`src/rtl/ysyx_24080014_mc_ctrl_pkg.sv`:
```
// Shared definitions for the multi-cycle sequencer: state encoding and default geometry.
package ysyx_24080014_mc_ctrl_pkg;

  localparam int          XLEN_DEFAULT     = 32;
  localparam logic [31:0] RESET_PC_DEFAULT = 32'h8000_0000;
  localparam int          TIMEOUT_DEFAULT  = 255;

  // Encoding is visible to trace/difftest through state_o, so values are fixed.
  typedef enum logic [2:0] {
    ST_FETCH = 3'd0,
    ST_EXEC  = 3'd1,
    ST_MEM   = 3'd2,
    ST_WB    = 3'd3,
    ST_HALT  = 3'd4
  } state_t;

  // Width needed to count up to limit-1; a limit of 0 or 1 still gets one bit.
  function automatic int cnt_width(input int limit);
    return (limit < 2) ? 1 : $clog2(limit + 1);
  endfunction

endpackage

```
`src/rtl/ysyx_24080014_hs_timer.sv`:
```
// Handshake wait counter: counts enabled cycles since the last clear and flags the
// cycle on which the LIMIT-th wait occurs. LIMIT=0 never expires.
module ysyx_24080014_hs_timer
  import ysyx_24080014_mc_ctrl_pkg::*;
#(
  parameter int LIMIT = TIMEOUT_DEFAULT
) (
  input  logic clk,
  input  logic rst,
  input  logic clr,
  input  logic en,
  output logic expire
);

  localparam int            CW   = cnt_width(LIMIT);
  localparam logic [CW-1:0] LAST = CW'((LIMIT > 0) ? LIMIT - 1 : 0);

  logic [CW-1:0] cnt;

  always_ff @(posedge clk) begin
    if (rst || clr) begin
      cnt <= '0;
    end else if (en && !expire) begin
      cnt <= cnt + 1'b1;
    end
  end

  // Combinational so the owner can leave its wait state on this very cycle.
  assign expire = (LIMIT > 0) && en && (cnt == LAST);

endmodule

```
`src/rtl/ysyx_24080014_mc_ctrl.sv`:
```
// Multi-cycle sequencer: owns PC and instruction latch, sequences FETCH/EXEC/MEM/WB
// with variable-latency valid/ready buses and allows register writes only in WB.
module ysyx_24080014_mc_ctrl
  import ysyx_24080014_mc_ctrl_pkg::*;
#(
  parameter int              XLEN     = XLEN_DEFAULT,
  parameter logic [XLEN-1:0] RESET_PC = XLEN'(RESET_PC_DEFAULT),
  parameter int              TIMEOUT  = TIMEOUT_DEFAULT
) (
  input  logic            clk,
  input  logic            rst,
  output logic [XLEN-1:0] pc,
  output logic [31:0]     inst,
  output logic            ifu_valid,
  input  logic            ifu_ready,
  input  logic [31:0]     ifu_rdata,
  input  logic            is_load,
  input  logic            is_store,
  output logic            lsu_valid,
  input  logic            lsu_ready,
  input  logic [XLEN-1:0] lsu_rdata,
  output logic [XLEN-1:0] load_data,
  input  logic [XLEN-1:0] next_pc,
  input  logic            reg_wen_in,
  input  logic            csr_wen_in,
  output logic            reg_wen,
  output logic            csr_wen,
  output logic            commit,
  output logic [2:0]      state_o,
  output logic            err
);

  state_t state;
  state_t state_nxt;
  logic   waiting;
  logic   expire;

  // A handshake is waiting only while its own valid is up and ready has not come.
  assign waiting = ((state == ST_FETCH) && !ifu_ready) ||
                   ((state == ST_MEM)   && !lsu_ready);

  ysyx_24080014_hs_timer #(
    .LIMIT (TIMEOUT)
  ) u_timer (
    .clk    (clk),
    .rst    (rst),
    .clr    (state_nxt != state),
    .en     (waiting),
    .expire (expire)
  );

  always_ff @(posedge clk) begin
    if (rst) begin
      state <= ST_FETCH;
    end else begin
      state <= state_nxt;
    end
  end

  always_comb begin
    state_nxt = state;
    case (state)
      ST_FETCH: begin
        if (ifu_ready)   state_nxt = ST_EXEC;
        else if (expire) state_nxt = ST_HALT;
      end
      ST_EXEC:  state_nxt = (is_load || is_store) ? ST_MEM : ST_WB;
      ST_MEM: begin
        if (lsu_ready)   state_nxt = ST_WB;
        else if (expire) state_nxt = ST_HALT;
      end
      ST_WB:    state_nxt = ST_FETCH;
      ST_HALT:  state_nxt = ST_HALT;
      default:  state_nxt = ST_FETCH;
    endcase
  end

  always_comb begin
    ifu_valid = 1'b0;
    lsu_valid = 1'b0;
    reg_wen   = 1'b0;
    csr_wen   = 1'b0;
    commit    = 1'b0;
    case (state)
      ST_FETCH: ifu_valid = 1'b1;
      ST_MEM:   lsu_valid = 1'b1;
      ST_WB: begin
        reg_wen = reg_wen_in;
        csr_wen = csr_wen_in;
        commit  = 1'b1;
      end
      default: ;
    endcase
  end

  // Datapath latches: each one moves only on its own accepted handshake or on WB.
  always_ff @(posedge clk) begin
    if (rst) begin
      pc        <= RESET_PC;
      inst      <= '0;
      load_data <= '0;
      err       <= 1'b0;
    end else begin
      if ((state == ST_FETCH) && ifu_ready)            inst      <= ifu_rdata;
      if ((state == ST_MEM) && lsu_ready && is_load)   load_data <= lsu_rdata;
      if (state == ST_WB)                              pc        <= next_pc;
      if (expire)                                      err       <= 1'b1;
    end
  end

  assign state_o = state;

endmodule

```
`config.mk`:
```
export PLATFORM = sky130hd
export DESIGN_NAME = ysyx_24080014_mc_ctrl
export DESIGN_NICKNAME = d
export VERILOG_FILES = /design/src/rtl/ysyx_24080014_mc_ctrl_pkg.sv /design/src/rtl/ysyx_24080014_hs_timer.sv /design/src/rtl/ysyx_24080014_mc_ctrl.sv
export SDC_FILE = /design/constraint.sdc
export NUM_CORES = 1
export LEC_CHECK = 0
export ABC_CLOCK_PERIOD_IN_PS = 2350
export BUFFER_PORTS_ARGS = -buffer_cell sky130_fd_sc_hd__buf_2
export CORE_MARGIN = 8
export CORE_UTILIZATION = 48
export CTS_BUF_LIST = sky130_fd_sc_hd__clkbuf_2
export CTS_CLUSTER_DIAMETER = 30
export CTS_CLUSTER_SIZE = 24
export DETAILED_ROUTE_END_ITERATION = 7
export GPL_TIMING_DRIVEN = 1
export PLACE_DENSITY = 0.87
export SETUP_SLACK_MARGIN = 0.5
export SKIP_CTS_REPAIR_TIMING = 1
export SYNTH_ARGS = -nofsm -noshare
export SYNTH_HDL_FRONTEND = slang
export SYNTH_HIERARCHICAL = 1
export SYNTH_SLANG_ARGS = --single-unit
```
`constraint.sdc`:
```
create_clock -name clk -period 2.35 [get_ports clk]
set_input_delay 0.5875 -clock clk [delete_from_list [all_inputs] [get_ports clk]]
set_output_delay 0.5875 -clock clk [all_outputs]
set_load 0.01 [all_outputs]
```
# Word level (Yosys, flattened, before mapping)
# Cells that the tools add are included.
[classes] n_mux=10 eq_ne=6 addsub=1 reduce_logical=14
[ops] cell="3-bit one-hot mux with 4 select lines" count=1
[ops] cell="3-bit two-way mux" count=3
[ops] cell="8-bit by 1-bit adder with 8-bit output, second input constant" count=1
[ops] cell="8-bit == test, second input constant" count=1
[ops] cell="1-bit logical AND" count=7
[ops] cell="3-bit by 2-bit == test with 1-bit output, second input constant" count=2
[ops] cell="1-bit two-way mux" count=6
[ops] cell="3-bit by 1-bit == test with 1-bit output, second input constant" count=1
[ops] cell="3-bit == test, second input constant" count=1
[ops] cell="1-bit zero test" count=3
[ops] cell="3-bit zero test" count=1
[ops] cell="1-bit logical OR" count=3
[ops] cell="3-bit inequality test" count=1
[totals] out_inout_bits=105 ff_bits=108 wordCells=37

# Logic depth before layout (Yosys ltp)
[logic_depth] ltp_word=9 mapped_depth=9 mapped_depth_nobuf=8

# Cells and area by module
# Netlist, hierarchy kept.
[modules_own_cells] module="ysyx_24080014_mc_ctrl" area_each_um2=3952.5 cells_each=452 seq_area_each_um2=2001.9 n_inst=1
[modules_own_cells] module="ysyx_24080014_hs_timer" area_each_um2=455.4 cells_each=51 seq_area_each_um2=160.2 n_inst=1

# Least setup slack after synthesis
# Ideal clock, no wire load.
[synth_path] path_kind="reg-to-reg" from="reg u_timer.cnt[0]" to="reg u_timer.cnt[4]" path_slack_ns=0.176 synth_period_minus_slack_ns=2.174 required_ns=2.283 arrival_ns=2.107 path_stages_with_launch=10 path_buffers=1 path_cell_list="dfxtp_1 > inv_1 > ha_1 > and3_4 > buf_6 > and3_1 > a211o_1 > or2_1 > a2111o_1 > o21ai_2"
[synth_between] elab_chain_cells=7 word_cells_on_any_way=11 cone_classes="add/sub (1); eq/ne (2); mux (4); reduce/logical (4)"
[synth_rtl] item="start: declaration" line_no="ysyx_24080014_hs_timer.sv:18" source="logic [CW-1:0] cnt;"
[synth_rtl] item="start signal: assignment" line_no="ysyx_24080014_hs_timer.sv:24" source="cnt <= cnt + 1'b1;"
[synth_rtl] item="8-bit == test (*)" line_no="ysyx_24080014_hs_timer.sv:29" source="assign expire = (LIMIT > 0) && en && (cnt == LAST);"
[synth_rtl] item="1-bit logical AND (*)" line_no="ysyx_24080014_hs_timer.sv:29"
[synth_rtl] item="named net expire" line_no="ysyx_24080014_mc_ctrl.sv:36" source="logic expire;"
[synth_rtl] item="3-bit two-way mux" line_no="ysyx_24080014_mc_ctrl.sv:65, ysyx_24080014_mc_ctrl.sv:70"
[synth_rtl] item="3-bit two-way mux (on tied branches)" line_no="ysyx_24080014_mc_ctrl.sv:69, ysyx_24080014_mc_ctrl.sv:64"
[synth_rtl] item="3-bit one-hot mux with 4 select lines" line_no="ysyx_24080014_mc_ctrl.sv:62" source="case (state)"
[synth_rtl] item="3-bit inequality test" line_no="ysyx_24080014_mc_ctrl.sv:47" source=".clr (state_nxt != state),"
[synth_rtl] item="1-bit logical OR" line_no="ysyx_24080014_hs_timer.sv:21" source="if (rst || clr) begin"
# The timed path passes the listed nets; every way through them passes the cells marked *.
# A chain may end at the register's enable or synchronous reset.

# Worst setup path in the final report
[layout_path] from="reg state[2], in the netlist state_o[2]" to="out reg_wen"
[layout_between] elab_chain_cells=2
[layout_rtl] item="start: declaration" line_no="ysyx_24080014_mc_ctrl.sv:33" source="state_t state;"
[layout_rtl] item="start signal: assignment" line_no="ysyx_24080014_mc_ctrl.sv:56" source="state <= state_nxt;"
[layout_rtl] item="3-bit by 2-bit == test with 1-bit output" line_no="ysyx_24080014_mc_ctrl.sv:84" source="case (state)"
[layout_rtl] item="1-bit two-way mux" line_no="ysyx_24080014_mc_ctrl.sv:84"
[layout_rtl] item="end: declaration" line_no="ysyx_24080014_mc_ctrl.sv:26" source="output logic reg_wen,"
# Every way passes these cells.

==> results_dict.tcl <==
set metrics [dict create \
    grt_max_degree 91 \
    fp.dieW_um 111.8 \
    insertion_delay_ns 0.54 \
    syn2layout_area_growth_pct 32.07 \
    holdCritStartpoint "next_pc[31]" \
    power_frac_clock 0.234 \
    die_h_um 111.8 \
    initial_utilization 0.4863 \
    fin_ws_ns 0.2723 \
    routed_wirelength_mm 12.85 \
    worst_clock_skew_ns 0.03873 \
    slew_headroom 0.6605 \
    synth-seq-area-share 0.4905 \
    synth_top_cells_by_area "dfxtp_1 49%, nand2_1 11%, nand2b_1 9.7%" \
    dp_slack_ns 0.2202 \
    period_needed_ns 2.078 \
    ys_warn_count 6 \
    met2_length_mm 6.241 \
    synth_top_area_frac 0.4905 \
    synthesis.nets 609 \
    die_area_um2 12510 \
    switching_share 0.2946 \
    drtPass1Iterations 4 \
    h-tree-depth 3 \
    fin_nets 819 \
    ir_drop_v 0.0002836 \
    r2r_slack_ns 0.33 \
    utilization 0.6422 \
    grt_setup_unrepaired "true" \
    power_mw 3.327 \
    worstReg2RegStart "state_o[1]$_SDFF_PP0_" \
    internal_power_mw 2.347 \
    cp_max_fo 6 \
    synthArstFlopShare 0 \
    first_iter_violations 312 \
    synth_common_cells "134 x nand2_1, 108 x dfxtp_1, 68 x nand2b_1" \
    run_status "completed" \
    synth_area_um2 4408 \
    cts_buffers 9 \
    tritoncts "built" \
    met1Wirelength_mm 5.219 \
    critPathRequiredTime_ns 1.76 \
    clkTransAtPathRegs_ns 0.30 \
    regArea_um2 2178 \
    syn_area_per_cell_um2 8.763 \
    antenna_found_initial 0 \
    critPathLaunchType "register" \
    cts.sinks 108 \
    leakagePower_nw 2.649 \
    grt_usage 0.1842 \
    yosysTopAreaCell "dfxtp_1" \
    hold_viol_final 0 \
    rr_worst_depth 8 \
    clk_path_buf_depth 2 \
    synthCells 503 \
    place.gp.congestion 0.8387 \
    arrival_ns 1.49 \
    fillers 738 \
    synth_edf_count 0 \
    drive_gt1_frac 0.3858 \
    yosysUniqueCellTypes 42 \
    multiInputGateArea_um2 2076 \
    viasPerCell 5.053 \
    routed.top_layer "met4" \
    drtAntennaViolNets 0 \
    drc 0 \
    grt_pass1_wl_mm 19.26 \
    hold_slack_ns 0.2203 \
    finalMaxSlewViolations 0 \
    fin_tns_setup_ns 0 \
    p_per_area_nw_per_um2 571.4 \
    fin_crit_sh 0.8841 \
    io_pins 209 \
    core-area_um2 9065 \
    cp-end-kind "output pin" \
    port_buffers 208 \
    crit_type "register to output pin" \
    hold_depth 3 \
    fmax_mhz 481.3 \
    dpl.hpwl_mm 9.293 \
    overflow 0 \
    wl_per_cell_um 15.50 \
    vias 4189 \
    synthMostInstantiatedCell "nand2_1" \
    cap_violations 0 \
    final-setup-viol-count 0 \
    met3_wirelength_mm 1.152 \
    p_seq_frac 0.591 \
    worst_pin_slew_ns 0.5022 \
    synth-seq-cells 108 \
    r2r-end "u_timer/cnt[4]$_SDFFE_PP0P_" \
    min_path_type "input pin to register" \
    p_comb_frac 0.175 \
    num_antenna_cells 0 \
    rows 35 \
    grt_pass1_vias 4055 \
    clockRootBuffer "clkbuf_2" \
    hold_path_end "pc[31]$_SDFFE_PP1P_" \
    synthFlopType "dfxtp_1" \
    p_switching_mw 0.9799 \
]
[flip-flops by register name (all words and copies together), names as in the netlist]
signal	cells
inst	32
load_data	32
err	1
pc	32
u_timer/cnt	8
state_o	3
[stage by stage]
| stage | std cells | instance area, um2 |
|---|---|---|
| global placement | 792 | 5438 |
| global route | 829 | 5822 |
| CTS | 808 | 5539 |
| finish | 829 | 5822 |
| floorplan | 503 | 4439 |
| detailed placement | 792 | 5438 |
[kinds of logic after synthesis]
group | count (synthesis) | share of synthesized area
multiplexers | 33 | 0.07494
buffers and inverters | 40 | 0.05790
adder cells (fa/ha/maj) | 2 | 0.005676
flip-flops | 108 | 0.4905
AND/OR/NAND/NOR | 232 | 0.2597
AO/OA/AOI/OAI | 88 | 0.1113
[worst max-delay path, stage by stage (launching register included)]
cell	delay (ns)
dfxtp_4	0.45
nand3b_4	0.16
clkinv_4	0.08
and2_4	0.14
buf_6	0.11
[routing by layer]
metal | GRT usage | vias to the layer above
met4 | 0.06290 | 0
met5 | 0 | -
met1 | 0.2096 | 1890
met2 | 0.3094 | 202
met3 | 0.07035 | 22
li1 | - | 2075
[placed cells by master, fill, tap and decap left out, drive strengths merged]
master	n
buf	233
nand2	134
dfxtp	108
nand2b	68
a21oi	66
mux2i	33
clkbuf	10
o21ai	7
inv	7
nor2	5
and3	5
clkinv	4
a211oi	4
nand3	3
a31oi	3
and2	3
nor2b	2
and4	2
nand4	2
nand3b	2
nor4b	2
a2111oi	2
ha	2
nor3b	1
nor3	1
a211o	1
or4b	1
clkinvlp	1
or2	1
a21boi	1
a311oi	1
o311ai	1
o41ai	1
a2111o	1
[final cells by class]
class	count	area share
Sequential cell	108	0.3742
Timing Repair Buffer	234	0.2237
Tap cell	111	0.02386
Multi-Input combinational cell	355	0.3565
Inverter	4	0.003439
Clock inverter	7	0.009671
Timing Repair inverter	1	0.0008597
Clock buffer	9	0.007737
[power groups by stage]
stage                     Combinational (mW)  Clock [mW]  Sequential [mW]
after floorplan                        0.280           0             2.03
after global placement                 0.492           0             2.00
after detailed placement               0.511           0             2.00
after CTS                              0.512       0.811             1.97
after global routing                   0.636       0.889             1.98
final                                  0.582       0.779             1.97
[how the worst max path moves through the flow]
stage	startpoint	endpoint	slack (ns)	depth (start not counted)
6_report	state_o[2]$_SDFF_PP0_	reg_wen	0.27	4
5_1_grt	state_o[2]$_SDFF_PP0_	reg_wen	0.14	4
4_1_cts	state_o[2]$_SDFF_PP0_	reg_wen	-0.11	4
3_5_place_dp	ifu_ready	u_timer/cnt[3]$_SDFFE_PP0P_	0.22	8
3_3_place_gp	lsu_ready	u_timer/cnt[4]$_SDFFE_PP0P_	0.26	8
2_1_floorplan	u_timer/cnt[0]$_SDFFE_PP0P_	u_timer/cnt[4]$_SDFFE_PP0P_	0.41	9
No activity file was read; power rests on OpenSTA's default activity.
